==> config.mk <==
export PLATFORM = sky130hd
export DESIGN_NAME = mem_lsu_flat
export DESIGN_NICKNAME = d
export VERILOG_FILES = /design/src/rtl/mem_lsu_if.sv /design/src/rtl/mem_lsu.sv /design/src/flat_wrapper.sv
export SDC_FILE = /design/constraint.sdc
export NUM_CORES = 1
export LEC_CHECK = 0
export ABC_CLOCK_PERIOD_IN_PS = 5180
export BUFFER_PORTS_ARGS = -buffer_cell sky130_fd_sc_hd__buf_2
export CORE_ASPECT_RATIO = 0.8
export CORE_MARGIN = 4
export CORE_UTILIZATION = 40
export CTS_CLUSTER_SIZE = 12
export DETAILED_ROUTE_END_ITERATION = 8
export GPL_ROUTABILITY_DRIVEN = 0
export PLACE_DENSITY = 0.67
export RECOVER_POWER = 50
export REMOVE_ABC_BUFFERS = 1
export SYNTH_ARGS = -nofsm -noshare
export SYNTH_HDL_FRONTEND = slang
export SYNTH_SLANG_ARGS = --single-unit
==> constraint.sdc <==
create_clock -name clk_in -period 5.18 [get_ports clk_in]
set_input_delay 1.295 -clock clk_in [delete_from_list [all_inputs] [get_ports clk_in]]
set_output_delay 1.295 -clock clk_in [all_outputs]
set_load 0.1 [all_outputs]
==> src/rtl/mem_lsu_if.sv <==
// mem_lsu_if: request/grant/done handshake between the MEM-stage load/store
// unit and the memory controller.
//
// Handshake: the LSU raises mc_req_o with mc_we_o/mc_addr_o/mc_wdata_o/
// mc_len_o and keeps all of them stable until it samples mc_gnt_i high on a
// rising clock edge. mc_gnt_i is meaningful only while mc_req_o is high.
// mc_done_i marks the end of the granted beat; it may come in the same cycle
// as mc_gnt_i or any later cycle. mc_rdata_i is valid only while mc_done_i
// is high.
//
// Ports (master = LSU side):
//   mc_req_o    beat request
//   mc_we_o     1 = write beat
//   mc_addr_o   beat byte address
//   mc_wdata_o  beat write data (8*BEAT_BYTES)
//   mc_len_o    bytes in the beat
//   mc_gnt_i    controller accepted the request
//   mc_done_i   beat complete
//   mc_rdata_i  beat read data (8*BEAT_BYTES)
interface mem_lsu_if #(
  parameter int BEAT_BYTES = 1
);
  logic                    mc_req_o;
  logic                    mc_we_o;
  logic [31:0]             mc_addr_o;
  logic [8*BEAT_BYTES-1:0] mc_wdata_o;
  logic [2:0]              mc_len_o;
  logic                    mc_gnt_i;
  logic                    mc_done_i;
  logic [8*BEAT_BYTES-1:0] mc_rdata_i;

  modport master (
    output mc_req_o, mc_we_o, mc_addr_o, mc_wdata_o, mc_len_o,
    input  mc_gnt_i, mc_done_i, mc_rdata_i
  );

  modport slave (
    input  mc_req_o, mc_we_o, mc_addr_o, mc_wdata_o, mc_len_o,
    output mc_gnt_i, mc_done_i, mc_rdata_i
  );
endinterface

==> src/rtl/mem_lsu.sv <==
// mem_lsu: MEM-stage load/store unit. Splits each load/store into memory
// controller beats of BEAT_BYTES bytes, assembles little-endian read data,
// sign/zero extends loads, stalls the pipeline until the access completes
// and drives the MEM->ID forward path. Non-memory instructions pass straight
// through combinationally.
//
// Ports:
//   clk_in, rst_in            clock, asynchronous active-low reset
//   input_rd_addr/_rd_data    destination register / ALU result from ex_mem
//   write_or_not              ex_mem writeback enable
//   mem_op                    00 none, 01 load, 10 store, 11 none
//   mem_size                  0 byte, 1 half, 2/3 word
//   mem_unsigned              zero-extend loads
//   mem_addr, store_data      effective address, store source
//   out_rd_addr/_rd_data/out_write_or_not   to mem_wb
//   mem_forward_*_o           forward path to id
//   stall_from_mem            to stallctrl
//   mc                        memory controller handshake (master side)
//   dbg_state_o               current FSM state (0 IDLE,1 ISSUE,2 WAIT,3 FINISH)
module mem_lsu #(
  parameter int XLEN       = 32,
  parameter int REG_ADDR_W = 5,
  parameter int BEAT_BYTES = 1
) (
  input  logic                  clk_in,
  input  logic                  rst_in,
  input  logic [REG_ADDR_W-1:0] input_rd_addr,
  input  logic [XLEN-1:0]       input_rd_data,
  input  logic                  write_or_not,
  input  logic [1:0]            mem_op,
  input  logic [1:0]            mem_size,
  input  logic                  mem_unsigned,
  input  logic [31:0]           mem_addr,
  input  logic [XLEN-1:0]       store_data,
  output logic [REG_ADDR_W-1:0] out_rd_addr,
  output logic [XLEN-1:0]       out_rd_data,
  output logic                  out_write_or_not,
  output logic                  mem_forward_id_o,
  output logic [REG_ADDR_W-1:0] mem_forward_addr_o,
  output logic [XLEN-1:0]       mem_forward_data_o,
  output logic                  stall_from_mem,
  mem_lsu_if.master             mc,
  output logic [1:0]            dbg_state_o
);

  localparam int BW     = 8 * BEAT_BYTES;
  localparam int NBYTES = XLEN / 8;

  typedef enum logic [1:0] {S_IDLE, S_ISSUE, S_WAIT, S_FINISH} state_t;

  function automatic logic [2:0] f_bytes(input logic [1:0] s);
    case (s)
      2'd0:    return 3'd1;
      2'd1:    return 3'd2;
      default: return 3'd4;
    endcase
  endfunction

  function automatic logic [2:0] f_len(input logic [2:0] bytes);
    return (int'(bytes) < BEAT_BYTES) ? bytes : 3'(BEAT_BYTES);
  endfunction

  // Index of the last beat (nbeats - 1).
  function automatic logic [1:0] f_last(input logic [2:0] bytes);
    return (int'(bytes) <= BEAT_BYTES) ? 2'd0 : 2'(int'(bytes) / BEAT_BYTES - 1);
  endfunction

  state_t          state_q, state_d;
  logic [1:0]      cnt_q, cnt_d;
  logic [XLEN-1:0] buf_q, buf_d;
  logic [1:0]      last_q, last_d;
  logic [1:0]      size_q, size_d;
  logic            uns_q, uns_d;
  logic            load_q, load_d;
  logic [XLEN-1:0] sd_q, sd_d;
  logic            we_q, we_d;
  logic [31:0]     addr_q, addr_d;
  logic [BW-1:0]   wdata_q, wdata_d;
  logic [2:0]      len_q, len_d;

  logic            is_mem;
  logic            beat_done;
  logic            last_beat;
  logic [XLEN-1:0] ext_data;

  assign is_mem    = (mem_op == 2'b01) || (mem_op == 2'b10);
  assign last_beat = (cnt_q == last_q);
  // A beat finishes on grant+done in ISSUE, or on done in WAIT; a done in
  // any other state is stray and ignored.
  assign beat_done = ((state_q == S_ISSUE) && mc.mc_gnt_i && mc.mc_done_i) ||
                     ((state_q == S_WAIT) && mc.mc_done_i);

  // ---------------- state register ----------------
  always_ff @(posedge clk_in or negedge rst_in) begin
    if (!rst_in) begin
      state_q <= S_IDLE;
      cnt_q   <= '0;
      buf_q   <= '0;
      last_q  <= '0;
      size_q  <= '0;
      uns_q   <= 1'b0;
      load_q  <= 1'b0;
      sd_q    <= '0;
      we_q    <= 1'b0;
      addr_q  <= '0;
      wdata_q <= '0;
      len_q   <= '0;
    end else begin
      state_q <= state_d;
      cnt_q   <= cnt_d;
      buf_q   <= buf_d;
      last_q  <= last_d;
      size_q  <= size_d;
      uns_q   <= uns_d;
      load_q  <= load_d;
      sd_q    <= sd_d;
      we_q    <= we_d;
      addr_q  <= addr_d;
      wdata_q <= wdata_d;
      len_q   <= len_d;
    end
  end

  // ---------------- next state ----------------
  always_comb begin
    state_d = state_q;
    case (state_q)
      S_IDLE:   if (is_mem) state_d = S_ISSUE;
      S_ISSUE: begin
        if (mc.mc_gnt_i) begin
          if (!mc.mc_done_i)  state_d = S_WAIT;
          else if (last_beat) state_d = S_FINISH;
        end
      end
      S_WAIT:   if (mc.mc_done_i) state_d = last_beat ? S_FINISH : S_ISSUE;
      S_FINISH: state_d = S_IDLE;
      default:  state_d = S_IDLE;
    endcase
  end

  // ---------------- beat datapath ----------------
  always_comb begin
    int idx;
    idx     = 0;
    cnt_d   = cnt_q;
    buf_d   = buf_q;
    last_d  = last_q;
    size_d  = size_q;
    uns_d   = uns_q;
    load_d  = load_q;
    sd_d    = sd_q;
    we_d    = we_q;
    addr_d  = addr_q;
    wdata_d = wdata_q;
    len_d   = len_q;

    if (state_q == S_IDLE && is_mem) begin
      // Capture the access shape once; ex_mem is not re-sampled afterwards.
      cnt_d   = '0;
      buf_d   = '0;
      last_d  = f_last(f_bytes(mem_size));
      size_d  = mem_size;
      uns_d   = mem_unsigned;
      load_d  = (mem_op == 2'b01);
      sd_d    = store_data;
      we_d    = (mem_op == 2'b10);
      addr_d  = mem_addr;
      wdata_d = BW'(store_data);
      len_d   = f_len(f_bytes(mem_size));
    end else if (beat_done) begin
      if (load_q) begin
        for (int b = 0; b < BEAT_BYTES; b++) begin
          idx = int'(cnt_q) * BEAT_BYTES + b;
          if (b < int'(len_q) && idx < NBYTES)
            buf_d[idx*8 +: 8] = mc.mc_rdata_i[b*8 +: 8];
        end
      end
      if (!last_beat) begin
        cnt_d   = cnt_q + 2'd1;
        addr_d  = addr_q + 32'(BEAT_BYTES);
        wdata_d = BW'(sd_q >> (BW * (int'(cnt_q) + 1)));
      end
    end
  end

  // Extend the assembled buffer from bit 8*bytes-1: shift the live bytes to
  // the top, then shift back logically or arithmetically.
  always_comb begin
    int          sh;
    logic [XLEN-1:0] tmp;
    sh  = XLEN - 8 * int'(f_bytes(size_q));
    tmp = buf_q << sh;
    if (uns_q) ext_data = tmp >> sh;
    else       ext_data = XLEN'($signed(tmp) >>> sh);
  end

  // ---------------- outputs ----------------
  always_comb begin
    out_rd_addr      = input_rd_addr;
    out_rd_data      = input_rd_data;
    out_write_or_not = 1'b0;
    stall_from_mem   = 1'b0;
    case (state_q)
      S_IDLE: begin
        if (is_mem) stall_from_mem   = 1'b1;
        else        out_write_or_not = write_or_not;
      end
      S_ISSUE, S_WAIT: stall_from_mem = 1'b1;
      S_FINISH: begin
        if (load_q) begin
          out_rd_data      = ext_data;
          out_write_or_not = 1'b1;
        end else begin
          out_write_or_not = write_or_not;
        end
      end
      default: ;
    endcase
    if (!rst_in) begin
      out_rd_addr      = '0;
      out_rd_data      = '0;
      out_write_or_not = 1'b0;
      stall_from_mem   = 1'b0;
    end
    mem_forward_id_o   = out_write_or_not;
    mem_forward_addr_o = out_write_or_not ? out_rd_addr : '0;
    mem_forward_data_o = out_write_or_not ? out_rd_data : '0;
  end

  assign mc.mc_req_o   = rst_in && (state_q == S_ISSUE);
  assign mc.mc_we_o    = we_q;
  assign mc.mc_addr_o  = addr_q;
  assign mc.mc_wdata_o = wdata_q;
  assign mc.mc_len_o   = len_q;
  assign dbg_state_o   = state_q;

endmodule

==> src/flat_wrapper.sv <==
// flat-port wrapper written by rule: the top's interface ports become plain ports
module mem_lsu_flat 
#(
  parameter int XLEN       = 32,
  parameter int REG_ADDR_W = 5,
  parameter int BEAT_BYTES = 1
)
  (clk_in, rst_in, input_rd_addr, input_rd_data, write_or_not, mem_op, mem_size, mem_unsigned, mem_addr, store_data, out_rd_addr, out_rd_data, out_write_or_not, mem_forward_id_o, mem_forward_addr_o, mem_forward_data_o, stall_from_mem, dbg_state_o, mc_mc_req_o, mc_mc_we_o, mc_mc_addr_o, mc_mc_wdata_o, mc_mc_len_o, mc_mc_gnt_i, mc_mc_done_i, mc_mc_rdata_i);
  mem_lsu_if #(.BEAT_BYTES(BEAT_BYTES)) mc_i ();
  input  logic clk_in;
  input  logic rst_in;
  input  logic [REG_ADDR_W-1:0] input_rd_addr;
  input  logic [XLEN-1:0] input_rd_data;
  input  logic write_or_not;
  input  logic [1:0] mem_op;
  input  logic [1:0] mem_size;
  input  logic mem_unsigned;
  input  logic [31:0] mem_addr;
  input  logic [XLEN-1:0] store_data;
  output logic [REG_ADDR_W-1:0] out_rd_addr;
  output logic [XLEN-1:0] out_rd_data;
  output logic out_write_or_not;
  output logic mem_forward_id_o;
  output logic [REG_ADDR_W-1:0] mem_forward_addr_o;
  output logic [XLEN-1:0] mem_forward_data_o;
  output logic stall_from_mem;
  output logic [1:0] dbg_state_o;
  output wire logic [$bits(mc_i.mc_req_o)-1:0] mc_mc_req_o;
  output wire logic [$bits(mc_i.mc_we_o)-1:0] mc_mc_we_o;
  output wire logic [$bits(mc_i.mc_addr_o)-1:0] mc_mc_addr_o;
  output wire logic [$bits(mc_i.mc_wdata_o)-1:0] mc_mc_wdata_o;
  output wire logic [$bits(mc_i.mc_len_o)-1:0] mc_mc_len_o;
  input wire logic [$bits(mc_i.mc_gnt_i)-1:0] mc_mc_gnt_i;
  input wire logic [$bits(mc_i.mc_done_i)-1:0] mc_mc_done_i;
  input wire logic [$bits(mc_i.mc_rdata_i)-1:0] mc_mc_rdata_i;
  assign mc_mc_req_o = mc_i.mc_req_o;
  assign mc_mc_we_o = mc_i.mc_we_o;
  assign mc_mc_addr_o = mc_i.mc_addr_o;
  assign mc_mc_wdata_o = mc_i.mc_wdata_o;
  assign mc_mc_len_o = mc_i.mc_len_o;
  assign mc_i.mc_gnt_i = mc_mc_gnt_i;
  assign mc_i.mc_done_i = mc_mc_done_i;
  assign mc_i.mc_rdata_i = mc_mc_rdata_i;
  mem_lsu #(.XLEN(XLEN), .REG_ADDR_W(REG_ADDR_W), .BEAT_BYTES(BEAT_BYTES)) u_core (.clk_in(clk_in), .rst_in(rst_in), .input_rd_addr(input_rd_addr), .input_rd_data(input_rd_data), .write_or_not(write_or_not), .mem_op(mem_op), .mem_size(mem_size), .mem_unsigned(mem_unsigned), .mem_addr(mem_addr), .store_data(store_data), .out_rd_addr(out_rd_addr), .out_rd_data(out_rd_data), .out_write_or_not(out_write_or_not), .mem_forward_id_o(mem_forward_id_o), .mem_forward_addr_o(mem_forward_addr_o), .mem_forward_data_o(mem_forward_data_o), .stall_from_mem(stall_from_mem), .mc(mc_i), .dbg_state_o(dbg_state_o));
endmodule
==> impl_metrics.env <==
export IMPL_status="finished with violations"
export IMPL_violations="max-capacitance violations, max-slew violations"
export IMPL_period_share_pct=89.4
export IMPL_p_comb_share_pct=60.0
export IMPL_start_util_pct=40.8
export IMPL_hp_class="reg2reg"
export IMPL_power_density_nw_per_um2=676
export IMPL_pwr_share_seq_pct=26.8
export IMPL_grt_ovfl_total=0
export IMPL_clkPwrFrac_pct=13.2
export IMPL_finalNonFillerCells=1232
export IMPL_clk_latency_ns=0.36
export IMPL_synth_warning_count=0
export IMPL_total_leakage_power_nw=3.88
export IMPL_avgSynthCellArea_um2=8.06
export IMPL_path_cells="buf_6, clkbuf_1, nor3b_1, buf_2"
export IMPL_nets=1146
export IMPL_critPathMaxFanout=41
export IMPL_hold_buffers=0
export IMPL_start_kind="input pin"
export IMPL_p_int_w=0.00230
export IMPL_worstSetupPathType="in2out"
export IMPL_drt_iter0_markers=290
export IMPL_synth_area_leaders="dfrtp_1, nand2_1, o21ai_0"
export IMPL_htree_levels=3
export IMPL_yosysTopAreaCellShare_pct=42.9
export IMPL_first_pass_iters=4
export IMPL_drcViolationCount=0
export IMPL_grt_usage_pct=20.6
export IMPL_dp_cells=1217
export IMPL_clk_pin_slew_ns=0.07
export IMPL_slew_violations=156
export IMPL_multiInputGateArea_um2=3450
export IMPL_rows=41
export IMPL_worstMarginPinSlew_ns=2.45
export IMPL_antenna_found_initial=1
export IMPL_core_um2=15700
export IMPL_syn_area_um2=6420
export IMPL_root_buffer="clkbuf_16"
export IMPL_rsz0062_at_grt="no"
export IMPL_postSynth_asyncResetShare_pct=100
export IMPL_drt_wirelength_per_cell_um=15.2
export IMPL_synthToLayoutAreaGrowth_pct=28.9
export IMPL_slew_headroom_pct=-63.1
export IMPL_diodes=0
export IMPL_cts_tree="built"
export IMPL_synth_edf_count=0
export IMPL_cts_resized=0
export IMPL_setup_viol=0
export IMPL_cts_made_buffers=9
export IMPL_fin_skew_ns=0.00983
export IMPL_drive_gt1_share_pct=22.3
export IMPL_cts_setup_buffers=0
export IMPL_p_switching_w=0.00329
export IMPL_io_pin_count=243
export IMPL_fin_util_pct=52.6
export IMPL_grt_pass1_vias=5794
export IMPL_worst_path_largest_cell_delay_ns=1.03
export IMPL_cts_sinks=110
export IMPL_yosysMostFrequentCell="nand2_1"
export IMPL_clock_fmax_mhz=216
export IMPL_antenna_left=0
export IMPL_clockBufferDepth=2
export IMPL_ys_seq_elements=110
export IMPL_die_w_um=150
export IMPL_regArea_um2=2750
export IMPL_vias_per_cell=5.05
export IMPL_ys_seq_area_share_pct=42.9
export IMPL_hold_viol_final=0
export IMPL_synth_cell_type_count=55
export IMPL_netlist_instances=797
export IMPL_portBuffers=242
export IMPL_finalHoldWorstSlack_ns=0.476
export IMPL_synth_ff_type="dfrtp_1"
export IMPL_routed_wl_um=18700
export IMPL_synth_common_cells="nand2_1, dfrtp_1, o21ai_0"
export IMPL_cpMaxStageDelayCell="clkbuf_1"
export IMPL_maxCapViolations=2
export IMPL_cp_arrival_ns=3.34
export IMPL_synth_largest_area_cell="dfrtp_1"
export IMPL_layout_min_cycle_time_ns=4.63
export IMPL_ir_drop_v=0.000484
export IMPL_grt_pass1_wl_um=30100
export IMPL_swShare_pct=58.9
export IMPL_total_power_w=0.00559
export IMPL_hpwl_um=13800
export IMPL_vias=6224
export IMPL_dieArea_um2=18200
export IMPL_fill_cells=1563
export IMPL_cp_end_kind="output pin"
export IMPL_grt_max_degree=97
export IMPL_die_h_um=121
export IMPL_worstPathRequired_ns=3.88
==> critical path, delay by kind of cell <==
| family | cells | cell delay (ns) |
|---|---|---|
| simple gates | 1 | 0.27 |
| buf+inv | 3 | 1.74 |
==> layout make-up <==
cell class | instances | area share (%)
Sequential cell | 110 | 33.3
Tap cell | 215 | 3.25
Inverter | 12 | 0.544
Multi-Input combinational cell | 629 | 41.6
Clock inverter | 5 | 1.01
Timing Repair Buffer | 251 | 17.5
Clock buffer | 10 | 2.77
==> cells in the final DEF (no fill, tap or decap), types with 11 or more instances in the layout <==
| cell type | instances |
|---|---|
| nand2_1 | 215 |
| buf_2 | 179 |
| dfrtp_1 | 110 |
| o21ai_0 | 81 |
| nor2_1 | 64 |
| clkbuf_1 | 50 |
| and2_1 | 29 |
| a21oi_1 | 25 |
| nor2b_1 | 25 |
| xor2_1 | 18 |
| buf_12 | 16 |
| a22oi_1 | 15 |
| ha_1 | 14 |
| inv_1 | 12 |
| a31oi_1 | 12 |
| nand3_1 | 11 |
==> cells by family (layout without fill, tap and decap cells) <==
logic type | after synthesis | in the layout | synth area share, %
XOR/XNOR | 24 | 24 | 3.27
multiplexers | 10 | 10 | 1.58
AND/OR/NAND/NOR | 407 | 407 | 29.7
AO/OA/AOI/OAI | 174 | 174 | 16.2
flip-flops | 110 | 110 | 42.9
buffers and inverters | 58 | 278 | 3.64
adder cells (fa/ha/maj) | 14 | 14 | 2.73
==> stage by stage <==
stage	TNS, ns	setup slack [ns]	cell area, um^2
after global placement	0	0.695	8040
after global routing	0	0.277	8280
after detailed placement	0	0.668	8040
after CTS	0	0.597	8350
final	0	0.549	8280
after floorplan	-34.04	-3.02	6230
==> worst paths after layout <==
kind / to / start / slack [ns] / cells past startpoint
worst max-delay path: stall_from_mem / rst_in / 0.55 / 4
worst min-delay path: u_core.sd_q[8] / u_core.sd_q[8] / 0.48 / 2
worst max register to register: u_core.buf_q[19] / u_core.dbg_state_o[0] / 1.61 / 6
worst min register to register: u_core.sd_q[8] / u_core.sd_q[8] / 0.48 / 2
max in group asynchronous: u_core.mc.mc_addr_o[0] / rst_in / 1.73 / 3
min in group asynchronous: u_core.buf_q[6] / rst_in / 0.81 / 1
==> per-layer routing <==
metal | GRT usage (%) | share of wire, % | vias to the layer above
li1 | - | - | 3128
met1 | 28.3 | 45 | 2841
met2 | 32.4 | 46 | 236
met3 | 5.68 | 8.1 | 17
met4 | 5.14 | 1.3 | 2
met5 | 0 | 0.037 | -
==> sequential cells by signal (all words and copies together), names as in the netlist <==
| name | cells |
|---|---|
| u_core.buf_q | 32 |
| u_core.mc.mc_addr_o | 32 |
| u_core.sd_q | 24 |
| u_core.mc.mc_wdata_o | 8 |
| u_core.mc.mc_len_o | 3 |
| u_core.cnt_q | 2 |
| u_core.dbg_state_o | 2 |
| u_core.last_q | 2 |
| u_core.size_q | 2 |
| u_core.load_q | 1 |
| u_core.mc.mc_we_o | 1 |
| u_core.uns_q | 1 |
==> power by group through the flow <==
stage               clock network, W  registers, W  logic, W
detailed placement                 0       0.00150   0.00341
finish                      0.000741       0.00150   0.00335
CTS                         0.000764       0.00149   0.00342
global route                0.000790       0.00155   0.00359
floorplan                          0       0.00260   0.00157
global placement                   0       0.00150   0.00339
No activity file was read; power rests on OpenSTA's default activity.
